## src/rtl/dpsm_pkg.sv

```systemverilog
// dpsm_pkg: shared state encoding and default beat parameters for the DPSM beat path
package dpsm_pkg;
    localparam int DPSM_L        = 6;
    localparam int DPSM_MIN_BEAT = 16;
    localparam int DPSM_MAX_BEAT = 1023;
    typedef enum logic [2:0] {
        IDLE,
        INIT_CLR,
        CALIB,
        CAL_QRS,
        RUN,
        RUN_QRS,
        CAPTURE,
        HOLD
    } dpsm_state_e;
endpackage

```

## src/rtl/dpsm_beat_ctrl.sv

```systemverilog
// dpsm_beat_ctrl: sequences calibration and per-beat ratio capture around the dpsm_cv datapath
module dpsm_beat_ctrl
    import dpsm_pkg::*;
#(
    parameter int DATA_WIDTH = 16,
    parameter int L          = DPSM_L,
    parameter int MIN_BEAT   = DPSM_MIN_BEAT,
    parameter int MAX_BEAT   = DPSM_MAX_BEAT
) (
    input  logic                  clk,
    input  logic                  rstn,
    input  logic                  start,
    input  logic                  stop,
    input  logic                  s_valid,
    output logic                  s_ready,
    input  logic [DATA_WIDTH-1:0] s_vqx,
    input  logic [DATA_WIDTH-1:0] s_vqy,
    input  logic                  r_peak,
    output logic                  cv_en,
    output logic                  cv_qrs,
    output logic                  cv1_flag,
    output logic [DATA_WIDTH-1:0] cv_vqx,
    output logic [DATA_WIDTH-1:0] cv_vqy,
    input  logic [DATA_WIDTH-1:0] cv_y,
    output logic                  m_valid,
    input  logic                  m_ready,
    output logic [DATA_WIDTH-1:0] m_cv,
    output logic [DATA_WIDTH-1:0] m_beat_len,
    output logic                  busy,
    output logic                  calib_done,
    output logic                  timeout,
    output logic [DATA_WIDTH-1:0] drop_cnt
);
    localparam logic [DATA_WIDTH-1:0] L_Q      = DATA_WIDTH'(L);
    localparam logic [DATA_WIDTH-1:0] MIN_Q    = DATA_WIDTH'(MIN_BEAT);
    localparam logic [DATA_WIDTH-1:0] MAX_M1_Q = DATA_WIDTH'(MAX_BEAT - 1);

    dpsm_state_e           state, state_n;
    logic [DATA_WIDTH-1:0] beat_len;
    logic                  pend, fwd, stop_l, pend_clr;
    logic                  in_phase, take, keep, hit_max, stop_any;

    // A boundary is serviced only once the last forwarded sample has left,
    // so the cv_qrs pulse never shares a cycle with a sample on cv_en.
    assign in_phase = (state == CALIB) || (state == RUN);
    assign take     = s_valid && s_ready;
    assign keep     = take && (s_vqx <= L_Q) && (s_vqy <= L_Q);
    assign hit_max  = keep && (beat_len == MAX_M1_Q);
    assign stop_any = stop || stop_l;
    assign m_valid  = state == HOLD;
    assign busy     = state != IDLE;

    // state register
    always_ff @(posedge clk)
        state <= rstn ? IDLE : state_n;

    // next state, sample acceptance and datapath control strobes
    always_comb begin
        state_n  = state;
        s_ready  = 1'b0;
        cv_en    = fwd;
        cv_qrs   = 1'b0;
        cv1_flag = 1'b0;
        pend_clr = 1'b0;
        case (state)
            IDLE:     state_n = start ? INIT_CLR : IDLE;
            INIT_CLR: begin
                cv_en   = 1'b1;
                cv_qrs  = 1'b1;
                state_n = CALIB;
            end
            CALIB, RUN: begin
                s_ready = !pend;
                if (pend && !fwd) begin
                    pend_clr = 1'b1;
                    if (beat_len < MIN_Q) begin
                        cv_en  = 1'b1;
                        cv_qrs = 1'b1;
                    end else
                        state_n = (state == CALIB) ? CAL_QRS : RUN_QRS;
                end else if (!pend && stop_any)
                    state_n = IDLE;
            end
            CAL_QRS: begin
                cv_en    = 1'b1;
                cv_qrs   = 1'b1;
                cv1_flag = 1'b1;
                state_n  = RUN;
            end
            RUN_QRS: begin
                cv_en   = 1'b1;
                cv_qrs  = 1'b1;
                state_n = CAPTURE;
            end
            CAPTURE:  state_n = HOLD;
            HOLD:     state_n = m_ready ? (stop_any ? IDLE : RUN) : HOLD;
            default:  state_n = IDLE;
        endcase
    end

    // beat bookkeeping, sample forwarding, result capture and sticky status
    always_ff @(posedge clk) begin
        if (rstn) begin
            beat_len   <= '0;
            pend       <= 1'b0;
            fwd        <= 1'b0;
            stop_l     <= 1'b0;
            cv_vqx     <= '0;
            cv_vqy     <= '0;
            drop_cnt   <= '0;
            m_cv       <= '0;
            m_beat_len <= '0;
            calib_done <= 1'b0;
            timeout    <= 1'b0;
        end else begin
            fwd      <= keep;
            beat_len <= cv_qrs ? '0 : keep ? beat_len + 1'b1 : beat_len;
            pend     <= (state_n == IDLE || pend_clr) ? 1'b0 : pend || (in_phase && r_peak) || hit_max;
            stop_l   <= (state == IDLE) ? 1'b0 : stop_l || stop;
            if (keep) begin
                cv_vqx <= s_vqx;
                cv_vqy <= s_vqy;
            end
            if (take && !keep && drop_cnt != '1)
                drop_cnt <= drop_cnt + 1'b1;
            if (state == RUN_QRS)
                m_beat_len <= beat_len;
            if (state == CAPTURE)
                m_cv <= cv_y;
            if (hit_max)
                timeout <= 1'b1;
            else if (state == IDLE && start)
                timeout <= 1'b0;
            if (state == CAL_QRS)
                calib_done <= 1'b1;
            else if (state == IDLE && start)
                calib_done <= 1'b0;
        end
    end
endmodule

```

## config.mk

```make
export PLATFORM = sky130hd
export DESIGN_NAME = dpsm_beat_ctrl
export DESIGN_NICKNAME = d
export VERILOG_FILES = /design/src/rtl/dpsm_pkg.sv /design/src/rtl/dpsm_beat_ctrl.sv
export SDC_FILE = /design/constraint.sdc
export NUM_CORES = 1
export LEC_CHECK = 0
export BUFFER_PORTS_ARGS = -buffer_cell sky130_fd_sc_hd__buf_4
export CAP_MARGIN = 20
export CORE_MARGIN = 2
export CORE_UTILIZATION = 52
export CTS_BUF_LIST = sky130_fd_sc_hd__clkbuf_2 sky130_fd_sc_hd__clkbuf_4 sky130_fd_sc_hd__clkbuf_8
export DETAILED_ROUTE_END_ITERATION = 8
export GPL_TIMING_DRIVEN = 1
export PLACE_DENSITY = 0.82
export SYNTH_ARGS = -nofsm -noshare
export SYNTH_HDL_FRONTEND = slang
export SYNTH_SLANG_ARGS = --single-unit
```

## constraint.sdc

```tcl
create_clock -name clk -period 3.1 [get_ports clk]
set_input_delay 0.31 -clock clk [delete_from_list [all_inputs] [get_ports clk]]
set_output_delay 0.31 -clock clk [all_outputs]
set_load 0.02 [all_outputs]
```

==> results of run 1 <==
## where the power goes
part	total, mW	internal (mW)	switching [mW]	leakage, nW
clock	0.885	0.335	0.551	0.108
sequential	1.35	1.34	0.00750	0.838
combinational	0.129	0.0661	0.0625	1.26
total	2.36	1.74	0.621	2.20
## worst min-delay path by stage
stage / startpoint / to / slack (ns) / cells past startpoint
CTS: cv_y[14] / m_cv[14] / 0.16 / 3
finish: cv_y[14] / m_cv[14] / 0.17 / 3
global placement: m_cv[10] / m_cv[10] / 0.44 / 2
detailed placement: cv_vqy[2] / cv_vqy[2] / 0.45 / 2
global route: cv_y[10] / m_cv[10] / 0.16 / 3
floorplan: cv_y[0] / m_cv[0] / 0.45 / 2
## metal layers
| layer | wire length (um) | vias to the layer above |
|---|---|---|
| li1 | - | 2023 |
| met1 | 4560 | 1876 |
| met2 | 5250 | 156 |
| met3 | 777 | 23 |
| met4 | 255 | 0 |
| met5 | 0 | - |
## final cells by class
class	instances	share of cell area, %
clock buffer	9	2.22
clock inverter	7	1.69
inverter	11	0.742
multi-input combinational	358	35.8
sequential	104	37.4
tap	102	2.29
timing repair buffer	147	19.8
## worst min-delay path, delay by kind of cell
| family | cells | cell delay [ns] |
|---|---|---|
| AOI/OAI and AO/OA | 1 | 0.05 |
| buffers and inverters | 1 | 0.10 |
| and+or+nand+nor | 1 | 0.05 |
## kinds of logic after synthesis
| family | count (synthesis) | synth area share, % |
|---|---|---|
| simple gates | 244 | 30.1 |
| flops | 104 | 49.1 |
| compound gates | 101 | 13.5 |
| buf+inv | 39 | 3.90 |
| mux | 7 | 1.83 |
| fa+ha+maj | 4 | 1.12 |
| xor+xnor | 2 | 0.413 |
## placed cells by master (no fill, tap or decap), drive strengths merged, types with 2 or more instances in the layout
master   netlist  final
o31ai         17     17
and3           6      6
clkinv         0      3
a2111oi        2      2
nand4         10     10
or4           17     17
or3b           2      2
a21oi         68     68
dfxtp        104    104
nor2b          6      6
xnor2          2      2
or3            5      5
ha             3      3
nor3           5      5
and2          29     29
clkbuf        21      9
nand3         15     15
nand2         93     93
inv           11     15
nor4b          2      2
mux2           6      6
and4           7      7
nor4          14     14
o21ai          8      8
nor2          27     27
or2            4      4
buf            7    147
## flip-flops by register name (all words and copies together) (netlist names)
| name | flops |
|---|---|
| m_cv | 16 |
| state | 3 |
| cv_vqx | 16 |
| pend | 1 |
| stop_l | 1 |
| drop_cnt | 16 |
| m_beat_len | 16 |
| fwd | 1 |
| calib_done | 1 |
| beat_len | 16 |
| timeout | 1 |
| cv_vqy | 16 |
==> flow_summary.yaml, run 1 <==
synthesis:
  ys_seq_area_share_pct: 49.1
  synth_nets: 559
  synth.area.top_cells: "dfxtp_1 49%, nand2_1 8.2%, a21oi_1 8.0%"
  synth_common_cells: "104 x dfxtp_1, 93 x nand2_1, 68 x a21oi_1"
  synthArstFlopShare_pct: 0
  synth_warnings: 0
  synth_top_area_cell: "dfxtp_1"
  synthFlopType: "dfxtp_1"
  synthCells: 501
  synth_edf_count: 0
  synth_top_area_share_pct: 49.1
  synth_seq_cells: 104
  postSynthAreaPerCell_um2: 8.46
  yosysMostFrequentCell: "dfxtp_1"
  syn_area_um2: 4240
  yosys.cell_types.count: 40
worst_setup_path:
  cp_top_family: "simple AND/OR/NAND/NOR gates"
  ff2ff_setup_slack_ns: 0.68
  cp_num_buf_inv: 1
  r2r-end: "cv_vqx[14]"
  setup.worst_path.end: "cv_en"
  cp_max_fo: 11
  endpoint_kind: "primary output"
  crit_path_start: "state[2]"
  regToRegStartpoint: "state[0]"
  arrival_ns: 2.16
  worstSetupStartpointType: "flip-flop"
  path_cells: "xnor2_1, nor4b_1, a22o_1, or2_2, buf_4"
  cp_slowest_cell: "dfxtp_1"
  cp.depth: 5
  path_class: "flip-flop to primary output"
  slowest_delay_ns: 0.53
  reg2reg_depth: 6
  crit_required_ns: 2.79
hold_path:
  holdCritPathClass: "input port to flip-flop"
sta:
  setup_viol: 0
  skew_ns: 0.0151
  worst_hold_slack_ns: 0.169
  max_freq_ghz: 0.405
  fin_crit_sh_pct: 79.6
  drv_slew: 0
  final_hold_viol_count: 0
  worst_slew_pin_slew_ns: 0.998
  rsz0062_at_grt: "false"
  setup_tns_ns: 0
  relSlewSlack_pct: 33.2
  setup_ws_ns: 0.631
  min_period_ns: 2.47
global_route:
  grt_pass1_wl_um: 17500
  use_met2_pct: 39.3
  antenna_found_initial: 0
  grt_max_degree: 71
  grt_pass1_vias: 3754
  gr-usage-met1_pct: 31.3
  grt_usage_pct: 24.7
  overflow: 0
  use_met3_pct: 6.26
  top_usage_layer: "met2"
floorplan:
  fp-row-count: 32
  die_y_um: 94.3
  fp.dieW_um: 94.3
  pin_count: 143
  dieArea_um2: 8890
  start_util_pct: 54.3
  core_region_area_um2: 7810
run_status:
  status: "finished clean"
final_layout:
  final_core_util_pct: 71.3
  fill_cells: 634
  fin_cells: 738
  area_delta_synth_final_pct: 31.4
  antenna_cells: 0
  design_area_um2: 5570
  drive_gt1_share_pct: 27.8
  ff_latch_area_um2: 2080
  layout.nets: 689
  multi_input_area_um2: 2000
placement:
  portBuffers: 142
  detailed_place.area_um2: 5340
  place_inst: 721
  hpwl_um: 7790
  place_ws_ns: 0.708
  gp_congestion: 0.917
clocking:
  cts_hold_buf: 0
  clock_latency_ns: 0.38
  htreeDepth: 3
  cts.clk_slew.worst_paths_ns: 0.12
  cts_sinks: 104
  post-cts-setup-buffers: 0
  clockRootBuffer: "clkbuf_8"
  cts_made_buffers: 9
  clockBufferDepth: 2
  cts_tree: "done"
  post_cts_resized: 0
power:
  max-vdd-ir-drop_uv: 319
  finalPower_mw: 2.36
  p_leak_nw: 2.20
  p_per_area_nw_per_um2: 424
routing:
  drc: 0
  detail_route.first_pass.iterations: 4
  final_antenna_net_count: 0
  wirelength_um: 10800
  drt_iter0_drc: 173
  routedWlPerCell_um: 14.7
  vias: 4078
  vias_per_cell: 5.53
job:
  maxCapViolations: 0
Note: power is estimated with default switching activity, not from simulation.
==> run 2: changes to the inputs <==
--- a/config.mk
+++ b/config.mk
@@ -8,11 +8,11 @@
 export BUFFER_PORTS_ARGS = -buffer_cell sky130_fd_sc_hd__buf_4
 export CAP_MARGIN = 20
 export CORE_MARGIN = 2
-export CORE_UTILIZATION = 52
+export CORE_UTILIZATION = 47
 export CTS_BUF_LIST = sky130_fd_sc_hd__clkbuf_2 sky130_fd_sc_hd__clkbuf_4 sky130_fd_sc_hd__clkbuf_8
 export DETAILED_ROUTE_END_ITERATION = 8
 export GPL_TIMING_DRIVEN = 1
-export PLACE_DENSITY = 0.82
+export PLACE_DENSITY = 0.78
 export SYNTH_ARGS = -nofsm -noshare
 export SYNTH_HDL_FRONTEND = slang
 export SYNTH_SLANG_ARGS = --single-unit
==> constraint.sdc (replaced) <==
create_clock -name clk -period 2.2 [get_ports clk]
set_input_delay 0.22 -clock clk [delete_from_list [all_inputs] [get_ports clk]]
set_output_delay 0.22 -clock clk [all_outputs]
set_load 0.02 [all_outputs]
==> run 2 against run 1 <==
Sequential share of layout area is 0.90 points lower. Core utilization is 5.9 points lower. Sequential power is 40% higher. Setup slack worse by 0.55 ns. Largest power group unchanged. Register-to-register slack worse by 0.59 ns. Combinational power is 53% higher. Via count hardly changed. Non-clock buffer count is 13 higher.
==> flow_summary.yaml, run 2 (synthesis results as in run 1) <==
final_layout:
  final_common_cell: "buf_4"
  antenna_cells: 0
  layout.nets: 702
  drive_gt1_share_pct: 29.7
  area_delta_synth_final_pct: 34.7
  fill_cells: 742
  final_cell_mix: "158 x buf_4, 103 x dfxtp_1, 93 x nand2_1, 68 x a21oi_1, 29 x and2_1"
  fin_cells: 757
placement:
  portBuffers: 142
  gp_congestion: 0.806
  hpwl_um: 7790
  place_inst: 740
clocking:
  cts.clk_slew.worst_paths_ns: 0.12
  clockBufferDepth: 2
  post-cts-setup-buffers: 0
  cts_hold_buf: 0
  cts_sinks: 104
  cts_tree: "done"
  clock_latency_ns: 0.38
  cts_made_buffers: 9
  htreeDepth: 3
  clockRootBuffer: "clkbuf_8"
run_status:
  status: "finished clean"
power:
  share_comb_of_total_power_pct: 6.0
  swShare_pct: 26.2
  max-vdd-ir-drop_uv: 384
  power_frac_clock_pct: 37.2
  p_per_area_nw_per_um2: 583
  finalPower_mw: 3.33
  p_int_mw: 2.46
  power_frac_seq_pct: 56.8
  p_sw_mw: 0.871
  p_leak_nw: 2.28
floorplan:
  fp.dieW_um: 99.0
  fp-row-count: 34
  pin_count: 143
  dieArea_um2: 9790
  start_util_pct: 48.6
  die_y_um: 99.0
  core_region_area_um2: 8720
routing:
  vias_per_cell: 5.39
  drc: 0
  final_antenna_net_count: 0
  wirelength_um: 10800
  detail_route.first_pass.iterations: 4
  routedWlPerCell_um: 14.3
  vias: 4077
  drt_iter0_drc: 142
sta:
  worst_hold_slack_ns: 0.0734
  relSlewSlack_pct: 58.3
  max_freq_ghz: 0.471
  drv_slew: 0
  setup_tns_ns: 0
  final_hold_viol_count: 0
  skew_ns: 0.0152
  rsz0062_at_grt: "false"
  worst_slew_pin_slew_ns: 0.623
  fin_crit_sh_pct: 96.4
  setup_viol: 0
  min_period_ns: 2.12
worst_setup_path:
  path_cells: "nor4_1, and4_1, a22o_1, or2_2, buf_4"
  cp_num_buf_inv: 1
  crit_required_ns: 1.98
  slowest_delay_ns: 0.46
  worstSetupStartpointType: "flip-flop"
  path_class: "flip-flop to primary output"
  arrival_ns: 1.90
  cp_top_family: "simple AND/OR/NAND/NOR gates"
  cp_slowest_cell: "nor4_1"
  endpoint_kind: "primary output"
  cp_max_fo: 6
global_route:
  grt_pass1_vias: 3950
  grt_max_degree: 40
  overflow: 0
  grt_pass1_wl_um: 17900
  grt_usage_pct: 22.0
  antenna_found_initial: 0
job:
  maxCapViolations: 0
hold_path:
  holdCritPathClass: "input port to flip-flop"
-- run 2: cell count changes in the layout (fill, tap and decap cells not counted), sizes merged --
| cell | before | now |
|---|---|---|
| inv | 15 | 16 |
| clkinv | 3 | 2 |
| buf | 147 | 160 |
-- run 2: worst paths after layout --
| kind | from | endpoint | slack, ns | cells after the start |
|---|---|---|---|---|
| setup / recovery | beat_len[4] | cv_en | 0.08 | 5 |
| hold / removal | cv_y[10] | m_cv[10] | 0.07 | 3 |
| setup reg to reg | state[0] | drop_cnt[8] | 0.09 | 5 |
| hold reg to reg | m_beat_len[10] | m_beat_len[10] | 0.46 | 2 |
-- run 2: layout make-up --
class	instances	area, um2	share of cell area, %
Multi-Input combinational cell	358	2010	35.2
Inverter	11	41.3	0.723
Timing Repair Buffer	160	1230	21.5
Sequential cell	104	2080	36.5
Clock buffer	9	124	2.17
Clock inverter	7	88.8	1.56
Tap cell	108	135	2.37
-- run 2: metrics by stage --
step           worst slack (ns)  instance area, um2  util (%)
2_1_floorplan            0.0295                4240         -
3_3_place_gp              0.141                5470      62.8
3_5_place_dp             0.0304                5470      62.8
4_1_cts                  0.0159                5690      65.3
5_1_grt                 0.00399                5710      65.5
6_report                 0.0787                5710      65.5
-- run 2: per-layer routing --
metal  share of wire (%)  global-route usage [%]  vias to the layer above
li1                    -                       -                     2050
met1                  44                    28.6                     1887
met2                  48                    35.6                      125
met3                 6.7                    5.11                       15
met4                 1.5                    8.22                        0
met5                   0                       0                        -
-- run 2: power by group through the flow --
| stage | clock (mW) | sequential [mW] | combinational (mW) |
|---|---|---|---|
| 2_1_floorplan | 0 | 1.93 | 0.0863 |
| 3_3_place_gp | 0 | 1.93 | 0.192 |
| 3_5_place_dp | 0 | 1.93 | 0.196 |
| 4_1_cts | 1.27 | 1.89 | 0.197 |
| 5_1_grt | 1.35 | 1.89 | 0.217 |
| 6_report | 1.24 | 1.89 | 0.198 |
-- run 2: tightest hold or removal path: cells and delay by family --
| family | cells | cell delay (ns) |
|---|---|---|
| compound gates | 1 | 0.05 |
| buf+inv | 1 | 0.10 |
| simple gates | 1 | 0.04 |
-- run 2: repair_timing --
action | CTS | global route
endpoints found under the setup margin | 1 | 4
endpoints found under the hold margin | 0 | 0
resized for setup | 1 | 3
pin swaps | 0 | 0
==> run 3: changes to the inputs <==
--- a/config.mk
+++ b/config.mk
@@ -5,14 +5,15 @@
 export SDC_FILE = /design/constraint.sdc
 export NUM_CORES = 1
 export LEC_CHECK = 0
+export ABC_CLOCK_PERIOD_IN_PS = 2200
 export BUFFER_PORTS_ARGS = -buffer_cell sky130_fd_sc_hd__buf_4
 export CAP_MARGIN = 20
 export CORE_MARGIN = 2
-export CORE_UTILIZATION = 47
+export CORE_UTILIZATION = 37
 export CTS_BUF_LIST = sky130_fd_sc_hd__clkbuf_2 sky130_fd_sc_hd__clkbuf_4 sky130_fd_sc_hd__clkbuf_8
 export DETAILED_ROUTE_END_ITERATION = 8
 export GPL_TIMING_DRIVEN = 1
-export PLACE_DENSITY = 0.78
+export HOLD_SLACK_MARGIN = 0.02
 export SYNTH_ARGS = -nofsm -noshare
 export SYNTH_HDL_FRONTEND = slang
 export SYNTH_SLANG_ARGS = --single-unit
==> run 3 against run 2 <==
Critical path depth unchanged. Critical endpoint is now drop_cnt[8]. Clock power is 9.7% higher. Via count decreased by 1.2%. Highest routed layer unchanged. Sequential share of layout area is 0.71 points lower. Total power up 3.8%. Core utilization down 14 points.
==> flow_summary.yaml, run 3 (synthesis results as in run 1) <==
final_layout:
  ff_latch_area_um2: 2080
  design_area_um2: 5820
  fill_cells: 1084
  fin_cells: 796
  layout.nets: 706
  final_common_cell: "buf_4"
  area_delta_synth_final_pct: 37.3
  final_cell_mix: "162 x buf_4, 103 x dfxtp_1, 93 x nand2_1, 68 x a21oi_1, 29 x and2_1"
  drive_gt1_share_pct: 30.5
  antenna_cells: 0
  final_core_util_pct: 51.4
  multi_input_area_um2: 2030
worst_setup_path:
  path_common_cell: "or3b_4"
  regToRegStartpoint: "state[0]"
  worstSetupStartpointType: "flip-flop"
  arrival_ns: 2.40
  crit_required_ns: 2.50
  path_cells: "or3b_4, or2_4, or3b_4, or4_1, a21oi_1"
  slowest_delay_ns: 0.44
  cp_top_family: "simple AND/OR/NAND/NOR gates"
  endpoint_kind: "flip-flop"
  crit_path_start: "state[0]"
  cp_max_fo: 11
  path_class: "flip-flop to flip-flop"
  cp_slowest_cell: "or3b_4"
  cp_num_buf_inv: 0
floorplan:
  die_y_um: 111
  dieArea_um2: 12300
  start_util_pct: 37.4
  pin_count: 143
  core_region_area_um2: 11300
  fp.dieW_um: 111
  fp-row-count: 39
clocking:
  cts_hold_buf: 0
  clockRootBuffer: "clkbuf_8"
  cts_made_buffers: 9
  clock_latency_ns: 0.37
  cts.clk_slew.worst_paths_ns: 0.10
  htreeDepth: 3
  cts_sinks: 104
  cts_tree: "done"
  clockBufferDepth: 2
global_route:
  grt_max_degree: 37
  grt_pass1_vias: 3893
  antenna_found_initial: 0
  grt_usage_pct: 17.9
  overflow: 0
  grt_pass1_wl_um: 18300
sta:
  max_freq_ghz: 0.477
  worst_hold_slack_ns: 0.0816
  final_hold_viol_count: 0
  fin_crit_sh_pct: 95.3
  relSlewSlack_pct: 57.3
  drv_slew: 0
  min_period_ns: 2.10
  setup_ws_ns: 0.104
  worst_slew_pin_slew_ns: 0.638
  skew_ns: 0.00852
  setup_viol: 0
  setup_tns_ns: 0
routing:
  drc: 0
  vias: 4029
  routedWlPerCell_um: 13.8
  final_antenna_net_count: 0
  vias_per_cell: 5.06
  detail_route.first_pass.iterations: 4
  drt_iter0_drc: 106
  wirelength_um: 11000
hold_path:
  holdCritPathClass: "input port to flip-flop"
  hold_start: "cv_y[12]"
placement:
  hpwl_um: 8020
  gp_congestion: 0.789
  portBuffers: 142
  place_ws_ns: -0.0286
  detailed_place.area_um2: 5550
  place_inst: 779
run_status:
  status: "finished clean"
power:
  max-vdd-ir-drop_uv: 351
  p_per_area_nw_per_um2: 594
  p_leak_nw: 2.31
  finalPower_mw: 3.46
job:
  maxCapViolations: 0
-- run 3: routing by layer --
| layer | routed length [um] | track usage (%) |
|---|---|---|
| met5 | 0 | 0 |
| met4 | 172 | 6.67 |
| met1 | 4940 | 22.3 |
| met3 | 633 | 4.32 |
| met2 | 5240 | 30.3 |
-- run 3: cell type report --
class,instances,share of cell area (%)
Tap cell,143,3.07
Sequential cell,104,35.8
Clock inverter,7,1.91
Multi-Input combinational cell,358,34.8
Timing Repair Buffer,164,21.6
Inverter,11,0.709
Clock buffer,9,2.13
-- run 3: where the power goes --
part	leakage [nW]	switching, mW	total (mW)	internal [mW]
logic	1.36	0.100	0.204	0.103
clock network	0.118	0.698	1.36	0.664
registers	0.838	0.00360	1.89	1.89
-- run 3: worst paths after layout --
kind / to / depth (start not counted) / slack, ns
setup reg to reg: drop_cnt[8] / 5 / 0.10
hold reg to reg: timeout / 2 / 0.46
hold / removal: m_cv[12] / 3 / 0.08
setup / recovery: drop_cnt[8] / 5 / 0.10
-- run 3: repair_timing --
item	CTS	global route
pin swaps	1	1
endpoints found under the setup margin	15	6
resized for setup	3	3
buffers inserted	0	1
-- run 3: worst reg2reg max path, stage by stage, from the launching register on --
cell and delay (ns):
dfxtp_1 0.32, or3b_4 0.40, or2_4 0.30, or3b_4 0.44, or4_1 0.41, a21oi_1 0.16
